**src/rtl/fifo_wr_arbiter_if.sv**
```systemverilog
// Requester/FIFO-write bundle for fifo_wr_arbiter.
// The master side is the arbiter; the slave side is the requesters plus the FIFO.
interface fifo_wr_arbiter_if #(
  parameter int unsigned WIDTH = 8,
  parameter int unsigned NREQ  = 4
);
  logic [NREQ-1:0]       req;
  logic [NREQ*WIDTH-1:0] req_data;
  logic                  full;
  logic [NREQ-1:0]       gnt;
  logic [NREQ-1:0]       ack;
  logic                  wr_en;
  logic [WIDTH-1:0]      wdata;

  modport master (
    input  req, req_data, full,
    output gnt, ack, wr_en, wdata
  );

  modport slave (
    output req, req_data, full,
    input  gnt, ack, wr_en, wdata
  );
endinterface

```
**src/rtl/fifo_wr_arbiter.sv**
```systemverilog
// Round-robin burst arbiter sharing one FIFO write port among NREQ requesters.
// Bursts last up to MAX_BURST beats and stall, without timeout, while the FIFO is full.
module fifo_wr_arbiter #(
  parameter int unsigned WIDTH     = 8,
  parameter int unsigned NREQ      = 4,
  parameter int unsigned MAX_BURST = 4
) (
  input  logic              clk,
  input  logic              res,
  fifo_wr_arbiter_if.master bus
);

  localparam int unsigned OW = $clog2(NREQ);
  localparam int unsigned CW = $clog2(MAX_BURST + 1);

  typedef enum logic [0:0] {StIdle, StBurst} state_e;

  state_e          state_q, state_d;
  logic [OW-1:0]   owner_q, owner_d;
  logic [OW-1:0]   last_owner_q, last_owner_d;
  logic [CW-1:0]   beat_cnt_q, beat_cnt_d;
  logic [NREQ-1:0] gnt_q, gnt_d;

  logic            beat;
  logic            found;
  logic [OW-1:0]   sel;
  logic [OW-1:0]   idx;

  // Scan starts just after the previous owner, so the last owner has lowest priority.
  always_comb begin
    found = 1'b0;
    sel   = '0;
    idx   = '0;
    for (int unsigned k = 1; k <= NREQ; k++) begin
      idx = OW'((32'(last_owner_q) + k) % NREQ);
      if (!found && bus.req[idx]) begin
        found = 1'b1;
        sel   = idx;
      end
    end
  end

  always_comb begin
    beat      = (state_q == StBurst) && bus.req[owner_q] && !bus.full;
    bus.wr_en = beat;
    bus.ack   = beat ? (NREQ'(1) << owner_q) : '0;
    bus.wdata = (state_q == StBurst) ? bus.req_data[32'(owner_q) * WIDTH +: WIDTH] : '0;
    bus.gnt   = gnt_q;
  end

  always_comb begin
    state_d      = state_q;
    owner_d      = owner_q;
    last_owner_d = last_owner_q;
    beat_cnt_d   = beat_cnt_q;
    gnt_d        = gnt_q;
    unique case (state_q)
      StIdle: begin
        gnt_d = '0;
        if (found) begin
          owner_d    = sel;
          gnt_d      = NREQ'(1) << sel;
          beat_cnt_d = '0;
          state_d    = StBurst;
        end
      end
      StBurst: begin
        // Dropping req ends the burst even while full is stalling it.
        if (!bus.req[owner_q]) begin
          state_d      = StIdle;
          gnt_d        = '0;
          last_owner_d = owner_q;
        end else if (beat) begin
          if (beat_cnt_q == CW'(MAX_BURST - 1)) begin
            state_d      = StIdle;
            gnt_d        = '0;
            last_owner_d = owner_q;
          end else begin
            beat_cnt_d = beat_cnt_q + CW'(1);
          end
        end
      end
      default: state_d = StIdle;
    endcase
  end

  always_ff @(posedge clk or negedge res) begin
    if (!res) begin
      state_q      <= StIdle;
      owner_q      <= '0;
      last_owner_q <= OW'(NREQ - 1);
      beat_cnt_q   <= '0;
      gnt_q        <= '0;
    end else begin
      state_q      <= state_d;
      owner_q      <= owner_d;
      last_owner_q <= last_owner_d;
      beat_cnt_q   <= beat_cnt_d;
      gnt_q        <= gnt_d;
    end
  end

endmodule

```
**src/flat_wrapper.sv**
```systemverilog
// flat-port wrapper written by rule: the top's interface ports become plain ports
module fifo_wr_arbiter_flat 
#(
  parameter int unsigned WIDTH     = 8,
  parameter int unsigned NREQ      = 4,
  parameter int unsigned MAX_BURST = 4
)
  (clk, res, bus_req, bus_req_data, bus_full, bus_gnt, bus_ack, bus_wr_en, bus_wdata);
  fifo_wr_arbiter_if #(.WIDTH(WIDTH), .NREQ(NREQ)) bus_i ();
  input  logic clk;
  input  logic res;
  input wire logic [$bits(bus_i.req)-1:0] bus_req;
  input wire logic [$bits(bus_i.req_data)-1:0] bus_req_data;
  input wire logic [$bits(bus_i.full)-1:0] bus_full;
  output wire logic [$bits(bus_i.gnt)-1:0] bus_gnt;
  output wire logic [$bits(bus_i.ack)-1:0] bus_ack;
  output wire logic [$bits(bus_i.wr_en)-1:0] bus_wr_en;
  output wire logic [$bits(bus_i.wdata)-1:0] bus_wdata;
  assign bus_i.req = bus_req;
  assign bus_i.req_data = bus_req_data;
  assign bus_i.full = bus_full;
  assign bus_gnt = bus_i.gnt;
  assign bus_ack = bus_i.ack;
  assign bus_wr_en = bus_i.wr_en;
  assign bus_wdata = bus_i.wdata;
  fifo_wr_arbiter #(.WIDTH(WIDTH), .NREQ(NREQ), .MAX_BURST(MAX_BURST)) u_core (.clk(clk), .res(res), .bus(bus_i));
endmodule
```
**config.mk**
```make
export PLATFORM = sky130hd
export DESIGN_NAME = fifo_wr_arbiter_flat
export DESIGN_NICKNAME = d
export VERILOG_FILES = /design/src/rtl/fifo_wr_arbiter_if.sv /design/src/rtl/fifo_wr_arbiter.sv /design/src/flat_wrapper.sv
export SDC_FILE = /design/constraint.sdc
export NUM_CORES = 1
export LEC_CHECK = 0
export CAP_MARGIN = 20
export CORE_MARGIN = 2
export CORE_UTILIZATION = 30
export DETAILED_ROUTE_END_ITERATION = 10
export GPL_TIMING_DRIVEN = 0
export PLACE_DENSITY = 0.68
export SLEW_MARGIN = 20
export SYNTH_ARGS = -nofsm -noshare
export SYNTH_HDL_FRONTEND = slang
export SYNTH_SLANG_ARGS = --single-unit
export TNS_END_PERCENT = 1
```
**constraint.sdc**
```tcl
create_clock -name clk -period 1.8 [get_ports clk]
set_clock_uncertainty 0.2 [all_clocks]
set_input_delay 0.27 -clock clk [delete_from_list [all_inputs] [get_ports clk]]
set_output_delay 0.27 -clock clk [all_outputs]
set_load 0.05 [all_outputs]
```
==> impl_results.md <==
* Die height at 59.7 um
* Full die area at 3570 um^2
* Post-DP HPWL at 2100 um
* RePlAce Congestion at approximately 0.74
* Clock tree from TritonCTS: yes
* Ys Warns at 0
* Crit path DAT at 1.83 ns
* Worst Setup Start Kind: flip-flop
* Post-Route WL at 2680 um
* Launch point of the worst path: u_core.owner_q[1]$_DFFE_PN0P_
* Yosys top cell area share at 0.268
* Leakage at 0.717 nW
* Slew Limit Fails at 0
* Status: finished with violations
* Req. time, crit path at 1.33 ns
* Share of layout cells above drive strength 1 at 0.349
* Ys flop type: dfrtp_1
* Worst flop-to-flop path endpoint: u_core.beat_cnt_q[0]$_DFFE_PN0P_
* Port Buffers at 55
* Post-synth top cells: dfrtp_1, and2_1, mux4_2, nor2_1, inv_1
* CTS sink count at 12
* Row count at 20
* Fmax at 0.434 GHz
* Min Tclk post-route at 2.30 ns
* Yosys top cell by area: dfrtp_1
* DR pass1 iterations at 4
* Initial core utilization at 0.310
* Die Span X at ~60 um
* H-tree depth at 1
* Post-Syn Nets at 127
* Synthesized cell area at 932 um^2
* R2R setup slack at -0.11 ns
* Number of synthesized flops with an enable pin at 0
* First-pass GRT wire length at 4240 um
* Switching share of power at 0.472
* Via density at 5.13
* Dpl ws at -1.13 ns
* Clock-pin slew on the worst setup and hold paths at around 0.080 ns
* 1st-iter DRT viols at 33
* Synth Instances at 86
* Largest cells by area after synthesis: dfrtp_1, mux4_2, dfstp_2
* CP Class: reg2out
* Num CTS Buffers at 3
* Cell variety after synth at 35
* Finished Core Util at 0.559
* Clock Power Share at 0.079
* Int Power at 1.44 mW
* Violated checks: negative setup slack
* DP Area at 1560 um^2
* Worst min-delay path class: in2async
* Initial antenna violation count at 0
* Area growth syn-to-layout at 80.1%
* Worst reg2reg startpoint: u_core.owner_q[1]$_DFFE_PN0P_
* Maxcap violations at 0
* Relative slew slack at 0.633
* Drt drc at 0
* Tcrit/Tclk final at 1.28
* P_sw at 1.28 mW
* Gr usage total at 0.157
* Asr flop ratio synth at 1.00
* Worst VDD drop at around 0.0008 V
* Vias in the first global route at 921
* Power density over the cells at 1620 nW/um^2
* Vias at 933
* Flop pwr share at 0.178
* Global route overflow at 0
* Worst reg-to-reg path cell count at 7
* Combinational Power Share at 0.742
* Antenna Nets Post-Route at 0
* Nets at 191
* Most frequent cell after synthesis: dfrtp_1
* Antenna cells at 0
* Core Box Area at 3000 um^2
* Seq/Total Area, Yosys at 0.325
* IO Pins at 56
* Max Buffers Root-to-Sink at 2
* Worst-Margin Slew at 0.549 ns
* Fin worst setup slack at -0.503 ns
* Routed WL per cell at 14.7 um
* Syn_area_per_cell at 10.8 um^2
* Clk_lat worst skew at roughly 0.27 ns
* Largest net degree at the start of global routing at 13
* #FFs+latches synth at 12
* CTS Root Cell: clkbuf_4
* # setup viols final at 20
* Post-route cell area at roughly 1700 um^2
* CTS Hold Bufs at 0
* CP Max Fanout at 4
* Fin. Hold Viols at 0
* Crit. End Element: primary output
* RSZ-0062 raised after global routing: yes
-- kinds of logic after synthesis --
logic type,synth area share
adders and majority gates,0.0268
DFF,0.325
AOI/OAI and AO/OA,0.145
and+or+nand+nor,0.208
buffers and inverters,0.0510
muxes,0.244
-- worst max path at each step --
stage	endpoint	slack, ns	cells past startpoint
2_1_floorplan	bus_ack[3]	-0.35	5
3_3_place_gp	bus_ack[1]	-1.10	7
3_5_place_dp	bus_ack[1]	-1.13	7
4_1_cts	bus_ack[3]	-0.53	6
5_1_grt	bus_ack[3]	-0.58	6
6_report	bus_ack[3]	-0.50	6
-- layout make-up --
cell class / instances / area (um^2)
clock buffer: 4 / 36.3
timing repair buffer: 59 / 584
inverter: 5 / 22.5
buffer: 5 / 53.8
multi-input combinational: 64 / 638
sequential: 12 / 303
tap: 33 / 41.3
fill: 270 / 1320
-- power by group through the flow --
stage,sequential (mW),combinational [mW],clock [mW]
after floorplan,0.602,1.22,0
after global placement,0.485,1.86,0
after detailed placement,0.489,1.87,0
after CTS,0.486,2.02,0.226
after global routing,0.503,2.17,0.238
final,0.485,2.02,0.216
-- per-layer routing --
layer	track usage	wire length, um
met2	0.256	1190
met4	0.0571	25
met5	0	0
met1	0.203	1140
met3	0.0346	320
-- flip-flops by register name (all words and copies together), names as in the netlist --
signal               flops
u_core.owner_q           2
u_core.bus.gnt           4
u_core.last_owner_q      2
u_core.state_q           1
u_core.beat_cnt_q        3
-- metrics by stage --
| step | TNS [ns] | std cells | hold WS [ns] | total power [mW] |
|---|---|---|---|---|
| final | -6.15 | 182 | 0.147 | 2.72 |
| after global routing | -7.64 | 182 | 0.204 | 2.91 |
| after CTS | -6.40 | 181 | 0.151 | 2.73 |
| after detailed placement | -14.73 | 174 | 0.273 | 2.36 |
| after global placement | -14.36 | 174 | 0.271 | 2.34 |
| after floorplan | -2.86 | 86 | -0.226 | 1.82 |
-- worst max-delay path: stages, from the launching register on --
cell,delay (ns)
dfrtp_1,0.35
buf_6,0.10
mux4_2,0.55
nand3_4,0.14
clkinvlp_4,0.12
and3_4,0.16
buf_8,0.14
-- placed cells by master (no fill, tap or decap), types with 4 or more instances in the layout --
| cell type | instances |
|---|---|
| clkdlybuf4s50_1 | 34 |
| dfrtp_1 | 10 |
| buf_6 | 8 |
| mux4_2 | 8 |
| dlygate4sd2_1 | 8 |
| buf_4 | 5 |
| and2_4 | 5 |
| nor2_1 | 5 |
| clkdlybuf4s15_2 | 5 |
| inv_1 | 4 |
| and2_1 | 4 |
| nor2b_1 | 4 |
-- timing repair --
item	4_1_cts	5_1_grt
endpoints found under the hold margin	0	0
pin swaps	3	1
buffers inserted	3	1
gates resized for setup	91	5
endpoints found under the setup margin	26	22
Power figures use the tool's default switching activity.
